`src/rtl/regfile_pkg.sv`:
```
// Shared defaults and helpers for the parametrised register file.
// Keeps the datapath-wide sizing constants in one place.
package regfile_pkg;

  localparam int RF_DATA_W = 16;
  localparam int RF_ADDR_W = 3;
  localparam int RF_NUM_RD = 3;

  function automatic int rf_depth(input int addr_w);
    return 1 << addr_w;
  endfunction

endpackage

```
`src/rtl/rf_entry.sv`:
```
// One register-file word plus its busy bit; a new reservation beats a
// completing write so the latest producer stays tracked.
module rf_entry #(
  parameter int DATA_W  = 16,
  parameter bit IS_ZERO = 1'b0
) (
  input  logic              clk,
  input  logic              rst,
  input  logic              wr_en,
  input  logic [DATA_W-1:0] wr_data,
  input  logic              set_busy,
  input  logic              clr_busy,
  output logic [DATA_W-1:0] data,
  output logic              busy
);

  if (IS_ZERO) begin : g_zero
    // Hardwired zero: every write and reservation is dropped.
    logic unused_inputs;
    assign unused_inputs = ^{clk, rst, wr_en, wr_data, set_busy, clr_busy};
    assign data = '0;
    assign busy = 1'b0;
  end else begin : g_store
    always_ff @(posedge clk or posedge rst) begin
      if (rst) begin
        data <= '0;
        busy <= 1'b0;
      end else begin
        if (wr_en) begin
          data <= wr_data;
        end
        if (set_busy) begin
          busy <= 1'b1;
        end else if (clr_busy) begin
          busy <= 1'b0;
        end
      end
    end
  end

endmodule

```
`src/rtl/register_file_param.sv`:
```
// Parametrised multi-port register file with a per-entry busy scoreboard.
// Writes and reservations land on rising CLK; read ports capture on falling CLK.
module register_file_param
  import regfile_pkg::*;
#(
  parameter int DATA_W   = RF_DATA_W,
  parameter int ADDR_W   = RF_ADDR_W,
  parameter int NUM_RD   = RF_NUM_RD,
  parameter int ZERO_REG = 0
) (
  input  logic                     CLK,
  input  logic                     Reset,
  input  logic                     Reg_Write,
  input  logic [ADDR_W-1:0]        Wr_addr,
  input  logic [DATA_W-1:0]        Reg_input_data,
  input  logic [NUM_RD*ADDR_W-1:0] Rd_addr,
  input  logic [NUM_RD-1:0]        Rd_en,
  output logic [NUM_RD*DATA_W-1:0] Rd_data,
  output logic [NUM_RD-1:0]        Rd_busy,
  input  logic                     Rsv_valid,
  input  logic [ADDR_W-1:0]        Rsv_addr,
  output logic [(2**ADDR_W)-1:0]   Busy_vec
);

  localparam int DEPTH = rf_depth(ADDR_W);

  logic [DATA_W-1:0] entry_data [DEPTH];
  logic [DEPTH-1:0]  entry_busy;

  for (genvar k = 0; k < DEPTH; k++) begin : g_entry
    localparam bit IS_ZERO = (ZERO_REG != 0) && (k == 0);

    logic wr_hit;
    logic rsv_hit;

    assign wr_hit  = Reg_Write && (Wr_addr == ADDR_W'(k));
    assign rsv_hit = Rsv_valid && (Rsv_addr == ADDR_W'(k));

    rf_entry #(
      .DATA_W  (DATA_W),
      .IS_ZERO (IS_ZERO)
    ) u_entry (
      .clk      (CLK),
      .rst      (Reset),
      .wr_en    (wr_hit),
      .wr_data  (Reg_input_data),
      .set_busy (rsv_hit),
      .clr_busy (wr_hit),
      .data     (entry_data[k]),
      .busy     (entry_busy[k])
    );
  end

  assign Busy_vec = entry_busy;

  // Falling-edge capture gives same-cycle visibility of a rising-edge write
  // without a bypass; data and busy are sampled together so they always agree.
  for (genvar i = 0; i < NUM_RD; i++) begin : g_rd
    logic [ADDR_W-1:0] addr;
    logic [DATA_W-1:0] sel_data;
    logic              sel_busy;
    logic [DATA_W-1:0] port_data;
    logic              port_busy;

    assign addr = Rd_addr[i*ADDR_W +: ADDR_W];

    always_comb begin
      sel_data = '0;
      sel_busy = 1'b0;
      for (int k = 0; k < DEPTH; k++) begin
        if (addr == ADDR_W'(k)) begin
          sel_data = entry_data[k];
          sel_busy = entry_busy[k];
        end
      end
    end

    always_ff @(negedge CLK or posedge Reset) begin
      if (Reset) begin
        port_data <= '0;
        port_busy <= 1'b0;
      end else if (Rd_en[i]) begin
        port_data <= sel_data;
        port_busy <= sel_busy;
      end
    end

    assign Rd_data[i*DATA_W +: DATA_W] = port_data;
    assign Rd_busy[i]                  = port_busy;
  end

endmodule

```
`config.mk`:
```
export PLATFORM = sky130hd
export DESIGN_NAME = register_file_param
export DESIGN_NICKNAME = d
export VERILOG_FILES = /design/src/rtl/regfile_pkg.sv /design/src/rtl/rf_entry.sv /design/src/rtl/register_file_param.sv
export SDC_FILE = /design/constraint.sdc
export NUM_CORES = 1
export LEC_CHECK = 0
export CORE_MARGIN = 2
export CORE_UTILIZATION = 55
export DETAILED_ROUTE_END_ITERATION = 8
export GPL_TIMING_DRIVEN = 0
export PLACE_DENSITY = 0.77
export SETUP_SLACK_MARGIN = 0.3
export SLEW_MARGIN = 20
export SYNTH_ARGS = -nofsm -noshare
export SYNTH_HDL_FRONTEND = slang
export SYNTH_SLANG_ARGS = --single-unit
```
`constraint.sdc`:
```
create_clock -name CLK -period 16.1 [get_ports CLK]
set_clock_uncertainty 0.1 [all_clocks]
set_input_delay 1.61 -clock CLK [delete_from_list [all_inputs] [get_ports CLK]]
set_output_delay 1.61 -clock CLK [all_outputs]
set_load 0.005 [all_outputs]
```
### After elaboration in Yosys (flattened, before gate mapping)

Cells that the tools add are included.

| cells by class | value |
|---|---|
| equality and inequality tests | 35 |
| muxes and demuxes | 64 |
| reduce and logical (&&, ||, !) cells | 29 |

Operators with widths:

| cell | count |
|---|---|
| 2-to-1 mux 16 bit | 24 |
| == test 3 bit (second input constant) | 20 |
| 2-to-1 mux 1 bit | 40 |
| == test 3 x 2 -> 1 bit (second input constant) | 10 |
| logical AND 1 bit | 16 |
| nonzero test 2 bit | 8 |
| == test 3 x 1 -> 1 bit (second input constant) | 5 |
| logical NOT 3 bit | 5 |

| word-level totals | value |
|---|---|
| bits in registers | 187 |
| input bits | 38 |
| output and inout port bits | 59 |

### Longest topological paths before layout

| depth | value |
|---|---|
| word-level depth | 9 |
| mapped depth | 7 |
| gate-level depth less buffers | 4 |

### By module

From an unflattened synthesis, not the netlist that was laid out.

| unflattened totals | value |
|---|---|
| cells, all modules | 983 |
| area total of the unflattened synthesis | 11195.7 um2 |

Modules (own cells, without submodules):

| module | instances | cells an instance | area each (um2) |
|---|---|---|---|
| register_file_param | 1 | 679 | 5680.4 |
| rf_entry | 8 | 38 | 689.4 |

==> flow_summary_export.csv <==
group,metric,value,unit
outcome,status,"finished, final reports clean",
sta,relSlewSlack,26.4,%
clock_network,cts_resized,0,
worst_setup_path,startpoint,"Rd_addr[2]",
drt,drc_errors,0,
clock_network,post-cts-setup-buffer-count,0,
global_routing,grt_usage,39.6,%
logic_synthesis,synthCells,1037,
logic_synthesis,ys_types,51,
clock_network,clk_pin_slew,0.05,ns
cells_and_area,fin_util,65.9,%
sta,slew_violations,0,
place,dpl-instance-area,12200,sq um
worst_setup_path,worstPathMaxFanout,10,
logic_synthesis,async_flop_share,100,%
drt,wl,41600,um
cells_and_area,synthToLayoutAreaGrowth,17.2,%
hold_path,hold_class,"flip-flop to flip-flop",
sta,setup_viol,0,
floorplan,ioPinCount,97,
worst_setup_path,setup.worst_path.start_class,"input pin",
drt,drt_iter0_drc,1590,
logic_synthesis,ys_seq_elements,187,
clock_network,cts_max_level,4,
clock_network,clock_sinks,187,
cells_and_area,fin_cells,1424,
place,placed_cells,1392,
logic_synthesis,yosysWarnings,0,
power,leakagePower,5.42,nW
floorplan,die-area,21000,sq um
clock_network,clk_latency,0.45,ns
cells_and_area,nFillCells,1589,
global_routing,grt_pass1_wl,62000,um
worst_setup_path,cp_top_family,"buffers and inverters",
global_routing,antenna_found_initial,0,
worst_setup_path,end_kind,"flip-flop",
worst_setup_path,worstPathArrival,4.11,ns
drt,wl_per_cell,29.2,um
hold_path,hold_start,"g_rd[1].port_data[4]",
worst_setup_path,reg2reg_from,"g_entry[2].u_entry.data[11]",
place,hpwl,27700,um
worst_setup_path,worstPathRequired,8.40,ns
flow_run,maxCapViolations,0,
floorplan,core_region_area,19500,sq um
logic_synthesis,yosysSeqAreaShare,42.8,%
place,place.gp.congestion,1.02,
global_routing,overflow,0,
floorplan,rows,51,
drt,detail_route.first_pass.iterations,8,
drt,via_count,10286,
power,ir_drop,85.0,uV
worst_setup_path,cp_slowest_cell,"nand3_1",
worst_setup_path,crit_path_max_incr_delay,0.68,ns
power,powerDensity,119,nW/um^2
logic_synthesis,syn_nets,1075,
floorplan,start_util,56.2,%
logic_synthesis,synth.cell_area,10900,sq um
logic_synthesis,synth_flop_cell,"dfrtp_1",
cells_and_area,antennaDiodeCount,0,
clock_network,cts_tree,"built",
clock_network,cts_root_buffer,"clkbuf_16",
clock_network,cts_buffers,17,
cells_and_area,fin_area,12800,sq um
sta,worst_pin_slew,1.10,ns
cells_and_area,num-nets-final,1184,
logic_synthesis,synth_edf_count,0,
clock_network,clk_path_buf_depth,2,
floorplan,die_w,145,um
worst_setup_path,crit_buf_inv,3,
clock_network,cts_hold_buf,0,
drt,ant_nets,0,
drt,via_per_inst,7.22,
global_routing,grt_max_degree,73,
logic_synthesis,avgSynthCellArea,10.6,sq um
sta,hold_violations,0,
floorplan,die_h,145,um
worst_setup_path,crit_type,"input pin to flip-flop",
worst_setup_path,crit_chain,"clkdlybuf4s50_1 > buf_2 > clkbuf_1 > nand3_1 > nor2_1 > a221o_1",
global_routing,grt_pass1_vias,9833,
sta,rsz0062_at_grt,"no",
cells_and_area,drive_above_1_share,24.6,%
place,port-buffer-count,88,
## cell type report
cell class	instances	area, sq um	area share [%]
well taps	265	332	2.59
flip-flops and latches	187	4680	36.5
clock inverters	10	104	0.810
inverters	31	124	0.966
repair buffers	90	936	7.30
clock buffers	22	505	3.94
multi-input cells	724	5590	43.6
plain buffers	95	558	4.35
## worst reg2reg max path, cell delays in order, from the launching register on
cell	delay [ns]
dfrtp_1	0.45
a221oi_1	0.31
o21ai_0	0.23
a221o_1	0.40
## synth_stat cells (all sizes together) (6+ instances only)
master	count	area, sq um
dfrtp	136	3400
mux2	129	1490
o21ai	102	510
buf	75	483
nand2	73	274
mux2i	68	681
a21oi	65	325
dfrtn	51	1280
o22ai	41	257
nor2	38	143
nor2b	33	214
a221oi	29	273
inv	26	97.6
a221o	23	230
o221a	23	259
clkbuf	20	75.1
nand3	13	65.1
nand2b	10	70.1
mux4	9	203
o221ai	8	70.1
a21o	6	45.0
o22a	6	52.6
o2bb2ai	6	52.6
## power breakdown
group,switching [W],internal [W]
Combinational,0.000183,0.000219
Clock,0.000199,0.000241
Sequential,0.000118,0.000570
## stage by stage
stage               hold slack (ns)  setup WS [ns]  setup TNS (ns)  total power [W]
CTS                           0.340           4.47               0          0.00151
floorplan                     0.316           1.44               0         0.000901
global placement              0.324          -1.02          -51.44          0.00106
global route                  0.363           4.33               0          0.00158
finish                        0.334           4.29               0          0.00153
detailed placement            0.338           4.08               0          0.00108
## placed cells by master, fill, tap and decap left out, types with 5 or more instances in the layout
cell / count
dfrtp_1: 136
mux2_2: 120
o21ai_0: 92
clkdlybuf4s50_1: 88
nand2_1: 73
mux2i_1: 68
a21oi_1: 65
dfrtn_1: 51
buf_2: 46
o22ai_1: 41
nor2_1: 38
nor2b_1: 32
a221oi_1: 26
inv_1: 24
o221a_2: 23
a221o_1: 23
buf_4: 20
clkbuf_1: 20
clkbuf_16: 18
nand3_1: 13
o21ai_1: 10
nand2b_1: 9
mux4_2: 9
mux2_4: 9
o221ai_1: 8
buf_6: 7
o22a_1: 6
a21o_1: 6
o2bb2ai_1: 6
clkinv_1: 5
a22oi_1: 5
a2bb2oi_1: 5
clkinv_4: 5
## flip-flops by register name (all words and copies together) (netlist names)
signal                flops
g_rd.port_busy            3
g_entry.u_entry.data    128
g_rd.port_data           48
g_entry.u_entry.busy      8
## cells by family after synthesis
family,synth area share (%)
compound gates,21.0
flops,42.8
simple gates,8.39
mux,21.7
buf+inv,6.16
## worst paths after layout
check	endpoint	slack (ns)	depth (start not counted)
worst max-delay path	g_rd[0].port_data[5]	4.29	6
worst min-delay path	g_rd[1].port_data[4]	0.33	2
worst max register to register	g_rd[0].port_data[11]	6.36	3
worst min register to register	g_rd[1].port_data[4]	0.33	2
max in group asynchronous	g_rd[1].port_busy	5.41	4
min in group asynchronous	g_entry[4].u_entry.data[4]	1.47	2
## metal layers
| layer | wire length [um] | vias to the layer above | GRT usage (%) | part of all wire [%] |
|---|---|---|---|---|
| met4 | 3140 | 0 | 23.3 | 7.5 |
| li1 | - | 4109 | - | - |
| met2 | 16800 | 974 | 55.4 | 40 |
| met5 | 0 | - | 0 | 0 |
| met1 | 15500 | 4917 | 53.7 | 37 |
| met3 | 6190 | 286 | 13.0 | 15 |
No activity file was read; power rests on OpenSTA's default activity.
==> edit 1: new RTL, same flow settings <==
`ZERO_REG`: 0 -> 1.
--- a/src/rtl/register_file_param.sv
+++ b/src/rtl/register_file_param.sv
@@ -7,5 +7,5 @@
   parameter int ADDR_W   = RF_ADDR_W,
   parameter int NUM_RD   = RF_NUM_RD,
-  parameter int ZERO_REG = 0
+  parameter int ZERO_REG = 1
 ) (
   input  logic                     CLK,
Check against the original RTL: not checked (the comparison handles one clock edge and no latches or derived clocks); the edit may change what the design does.
==> edit 1 against the unedited design <==
Setup slack better by 0.38 ns; synthesized area is 7.7% lower; via count is 16% lower; power is 8.7% lower; final area is 7.7% lower; sequential cell count is 17 lower; sequential power is 8.4% lower; wire length is 19% lower; critical endpoint is now g_rd[0].port_data[2]$_DFFE_NP0P_.
==> edit 1: results (changes against the unedited design) <==
Status
  – Status: finished clean (unchanged)

Finish
  – Final-layout non-clock buffer area share: 12.6% (was 11.6%)
  – Number of flip-flops in the largest register: 112 (was 128)
  – Nets@finish: 1,131 (was 1,184)
  – Invs w/o clock: 41 (was 31)
  – Multi-input gate area: 5040 um2 (was 5590 um2)
  – Layout cells sized above 1: 19.8% (was 24.6%)
  – Filler Cell Count: 1,472 (was 1,589)
  – Layout clock area frac: 5.06% (was 4.75%)
  – Final core utilization: 65.9% (about the same)
  – Bufs w/o clock: 187 (was 185)

Global routing
  – Largest net degree at the start of global routing: 93 (was 73)
  – Number of global-route vias before repair: 8,292 (was 9,833)
  – First-pass GRT wire length: 52.1 mm (was 62.0 mm)
  – Gr usage total: 35.5% (was 39.6%)

STA
  – Slew @ Worst Pin: 0.768 ns (was 1.10 ns)

Setup path
  – R2r endpoint: g_rd[1].port_data[14]$_DFFE_NP0P_ (was g_rd[0].port_data[11]$_DFFE_NP0P_)
  – FF-to-FF setup slack: 6.33 ns (was 6.36 ns)
  – Worst Reg-to-Reg Cells: 4 (was 3)
  – Critical R2R Launch: g_entry[4].u_entry.data[14]$_DFFE_PP0P_ (was g_entry[2].u_entry.data[11]$_DFFE_PP0P_)
  – CP endpoint: g_rd[0].port_data[2]$_DFFE_NP0P_ (was g_rd[0].port_data[5]$_DFFE_NP0P_)
  – Beginning of the critical path: Rd_addr[1] (was Rd_addr[2])
  – Critical path arrival: 3.50 ns (was 4.11 ns)

Synth
  – Synth Register Bits: 170 (was 187)
  – Ranking of synthesized cells by area: dfrtp_1 (29%), dfrtn_1 (13%), mux2_2 (10%) (was dfrtp_1 (31%), mux2_2 (12%), dfrtn_1 (12%))
  – Synthesized Nets: 1,029 (was 1,075)
  – Synth cell types: 39 (was 51)
  – Post-Syn Instances: 991 (was 1,037)
  – Seq/Total Area, Yosys: 42.1% (was 42.8%)
  – Post-synth top cells: dfrtp_1 (119), mux2_2 (94), a21oi_1 (81), mux2i_1 (81), nand2_1 (74) (was dfrtp_1 (136), mux2_2 (120), o21ai_0 (92))
  – Complex-gate fraction of the synthesized area: 18.7% (was 21.0%)
  – Asr flop ratio synth: 100% (unchanged)

Clock network
  – CTS clk-pin slew, worst paths: 0.05 ns (about the same)

Place
  – Dpl hpwl: 25.7 mm (was 27.7 mm)
  – DP Cell Count: 1,303 (was 1,392)
  – Area post-placement: 11,200 um2 (was 12,200 um2)
  – Gp weighted congestion: 1.00 (was 1.02)

Power and ir drop
  – Share of power burned in registers: 45.1% (was 44.9%)
  – Switching share of power: 32.3% (was 32.7%)
  – Clk pwr: 417 uW (was 441 uW)
  – Static Leak: 0.00500 uW (was 0.00542 uW)
  – P per Cell Area: 118 nW/um2 (was 119 nW/um2)

Route
  – Via count: 8,620 (was 10,300)
  – Drt total wl: 33.5 mm (was 41.6 mm)
  – DR WL/cell: 25.1 um (was 29.2 um)
  – DRT iter0 DRCs: 875 (was 1,590)
edit 1: worst min-delay path by stage:
stage	start	to	cells past startpoint
4_1_cts	g_rd[0].port_data[5]$_DFFE_NP0P_	g_rd[0].port_data[5]$_DFFE_NP0P_	2
5_1_grt	g_rd[2].port_data[9]$_DFFE_NP0P_	g_rd[2].port_data[9]$_DFFE_NP0P_	2
2_1_floorplan	g_rd[0].port_busy$_DFFE_NP0P_	g_rd[0].port_busy$_DFFE_NP0P_	2
6_report	g_rd[0].port_data[12]$_DFFE_NP0P_	g_rd[0].port_data[12]$_DFFE_NP0P_	2
3_3_place_gp	g_rd[0].port_data[1]$_DFFE_NP0P_	g_rd[0].port_data[1]$_DFFE_NP0P_	2
3_5_place_dp	g_rd[0].port_data[5]$_DFFE_NP0P_	g_rd[0].port_data[5]$_DFFE_NP0P_	2
edit 1: through the flow:
stage               setup TNS (ns)  setup slack [ns]  hold slack, ns  power, uW
floorplan                        0              1.91           0.401        812
global placement            -10.83            -0.231           0.417        959
detailed placement               0              4.31           0.425        971
CTS                              0              4.73           0.426       1390
global route                     0              4.57           0.452       1460
finish                           0              4.67           0.420       1400
edit 1: metal layers:
layer | GRT usage (%) | vias to the layer above | part of all wire, % | routed length [um]
met5 | 0 | - | 0.039 | 13
met3 | 8.19 | 40 | 9.9 | 3330
met2 | 50.3 | 468 | 43 | 14300
met4 | 9.25 | 2 | 1.5 | 496
li1 | - | 3848 | - | -
met1 | 54.7 | 4262 | 46 | 15400
edit 1: critical path, cell delays in order:
cell and delay, ns:
clkdlybuf4s50_1 0.51, buf_2 0.25, clkbuf_1 0.45, a21oi_1 0.13, o221ai_1 0.35, o221ai_1 0.20
==> edit 2: new RTL, same settings <==
Without the edit above. Make the reset (`Reset` and `rst`) synchronous in 2 clocked blocks.
--- a/src/rtl/rf_entry.sv
+++ b/src/rtl/rf_entry.sv
@@ -22,5 +22,5 @@
     assign busy = 1'b0;
   end else begin : g_store
-    always_ff @(posedge clk or posedge rst) begin
+    always_ff @(posedge clk) begin
       if (rst) begin
         data <= '0;
--- a/src/rtl/register_file_param.sv
+++ b/src/rtl/register_file_param.sv
@@ -76,5 +76,5 @@
     end
 
-    always_ff @(negedge CLK or posedge Reset) begin
+    always_ff @(negedge CLK) begin
       if (Reset) begin
         port_data <= '0;
Function: not checked (the comparison handles one clock edge and no latches or derived clocks); the edit may change what the design does.
==> edit 2 against the unedited design <==
Final area shrank 5.4%; sequential cell count is the same; worst hold slack gained 0.017 ns; synthesized area shrank 5.4%; sequential share of layout area shrank 5.6 points; critical path depth grew 1; utilization shrank 0.63 points; wire length grew 5.0%; setup slack lost 0.26 ns; critical path type unchanged.
Power is not compared: it rests on default switching activity, and its combinational part moved more than twofold at a synthesized area within 25%.
==> edit 2: results (changes against the unedited design) <==
Global routing
  – Largest net degree at the start of global routing: 18 (was 73)
  – Gr usage total: 43.4% (was 39.6%)
  – First-pass GRT wire length: 64.6 mm (was 62.0 mm)

Finish
  – Bufs w/o clock: 211 (was 185)
  – Nets@finish: 1,570 (was 1,184)
  – Multi-input gate area: 5890 um2 (was 5590 um2)
  – Final-layout non-clock buffer area share: 11.1% (was 11.6%)
  – Invs w/o clock: 17 (was 31)

Route
  – Initial DRT Pass Iterations: 6 (was 8)
  – DRT iter0 DRCs: 1,789 (was 1,590)
  – Post-DR vias/cell: 6.42 (was 7.22)
  – Drt total wl: 43.7 mm (was 41.6 mm)

Setup path
  – R2r endpoint: g_rd[2].port_busy$_SDFFE_NP0P_ (was g_rd[0].port_data[11]$_DFFE_NP0P_)
  – Critical R2R Launch: g_entry[2].u_entry.busy$_SDFFE_PP0P_ (was g_entry[2].u_entry.data[11]$_DFFE_PP0P_)
  – CP max stage cell: o31ai_1 (was nand3_1)
  – Critical path arrival: 4.23 ns (was 4.11 ns)
  – Worst path max stage delay: 0.61 ns (was 0.68 ns)
  – CP endpoint: g_rd[0].port_data[0]$_SDFFE_NP0P_ (was g_rd[0].port_data[5]$_DFFE_NP0P_)
  – Worst Reg-to-Reg Cells: 4 (was 3)

Synth
  – Ranking of synthesized cells by area: dfxtp_1 (36%), mux2i_1 (12%), nand2_1 (11%) (was dfrtp_1 (31%), mux2_2 (12%), dfrtn_1 (12%))
  – Synthesized Nets: 1,431 (was 1,075)
  – Asr flop ratio synth: 0% (was 100%)
  – Seq/Total Area, Yosys: 36.2% (was 42.8%)

Place
  – Area post-placement: 11,300 um2 (was 12,200 um2)
  – Dpl hpwl: 33.9 mm (was 27.7 mm)
  – I/O Buffers: 70 (was 88)
  – Gp weighted congestion: 1.07 (was 1.02)

Clock network
  – CTS clk-pin slew, worst paths: 0.03 ns (was 0.05 ns)

STA
  – Fin worst setup slack: 4.03 ns (was 4.29 ns)
  – Relative slew margins: 36.4% (was 26.4%)
  – Hold_ws: 0.351 ns (was 0.334 ns)

Status
  – Status: finished clean (unchanged)

Worst hold path
  – Worst hold start: g_rd[1].port_data[10]$_SDFFE_NP0P_ (was g_rd[1].port_data[4]$_DFFE_NP0P_)
edit 2: changes by cell type after synthesis, sizes merged, moves of 58 or more:
cell,unedited run,this run
dfxtp,0,187
mux2i,68,126
nor2,38,124
a21oi,65,222
dfrtp,136,0
nand2,73,304
mux2,129,3
edit 2: worst min-delay path, delay by kind of cell, from the launching register on:
family | cells | cell delay, ns
DFF | 1 | 0.31
and+or+nand+nor | 1 | 0.05
AOI/OAI and AO/OA | 1 | 0.05
edit 2: metal layers:
metal | GRT usage, % | up-vias | share of wire [%]
met5 | 0 | - | 0
met4 | 16.1 | 0 | 3.3
met3 | 11.0 | 106 | 13
met2 | 65.6 | 919 | 43
met1 | 60.1 | 5269 | 41
li1 | - | 5128 | -
edit 2: power by group through the flow:
stage | Clock [uW] | Combinational (uW) | Sequential, uW
after floorplan | 19.6 | 91.5 | 496
after global placement | 19.6 | 151 | 500
after detailed placement | 19.6 | 152 | 500
after CTS | 480 | 153 | 491
after global routing | 511 | 166 | 493
final | 487 | 159 | 492
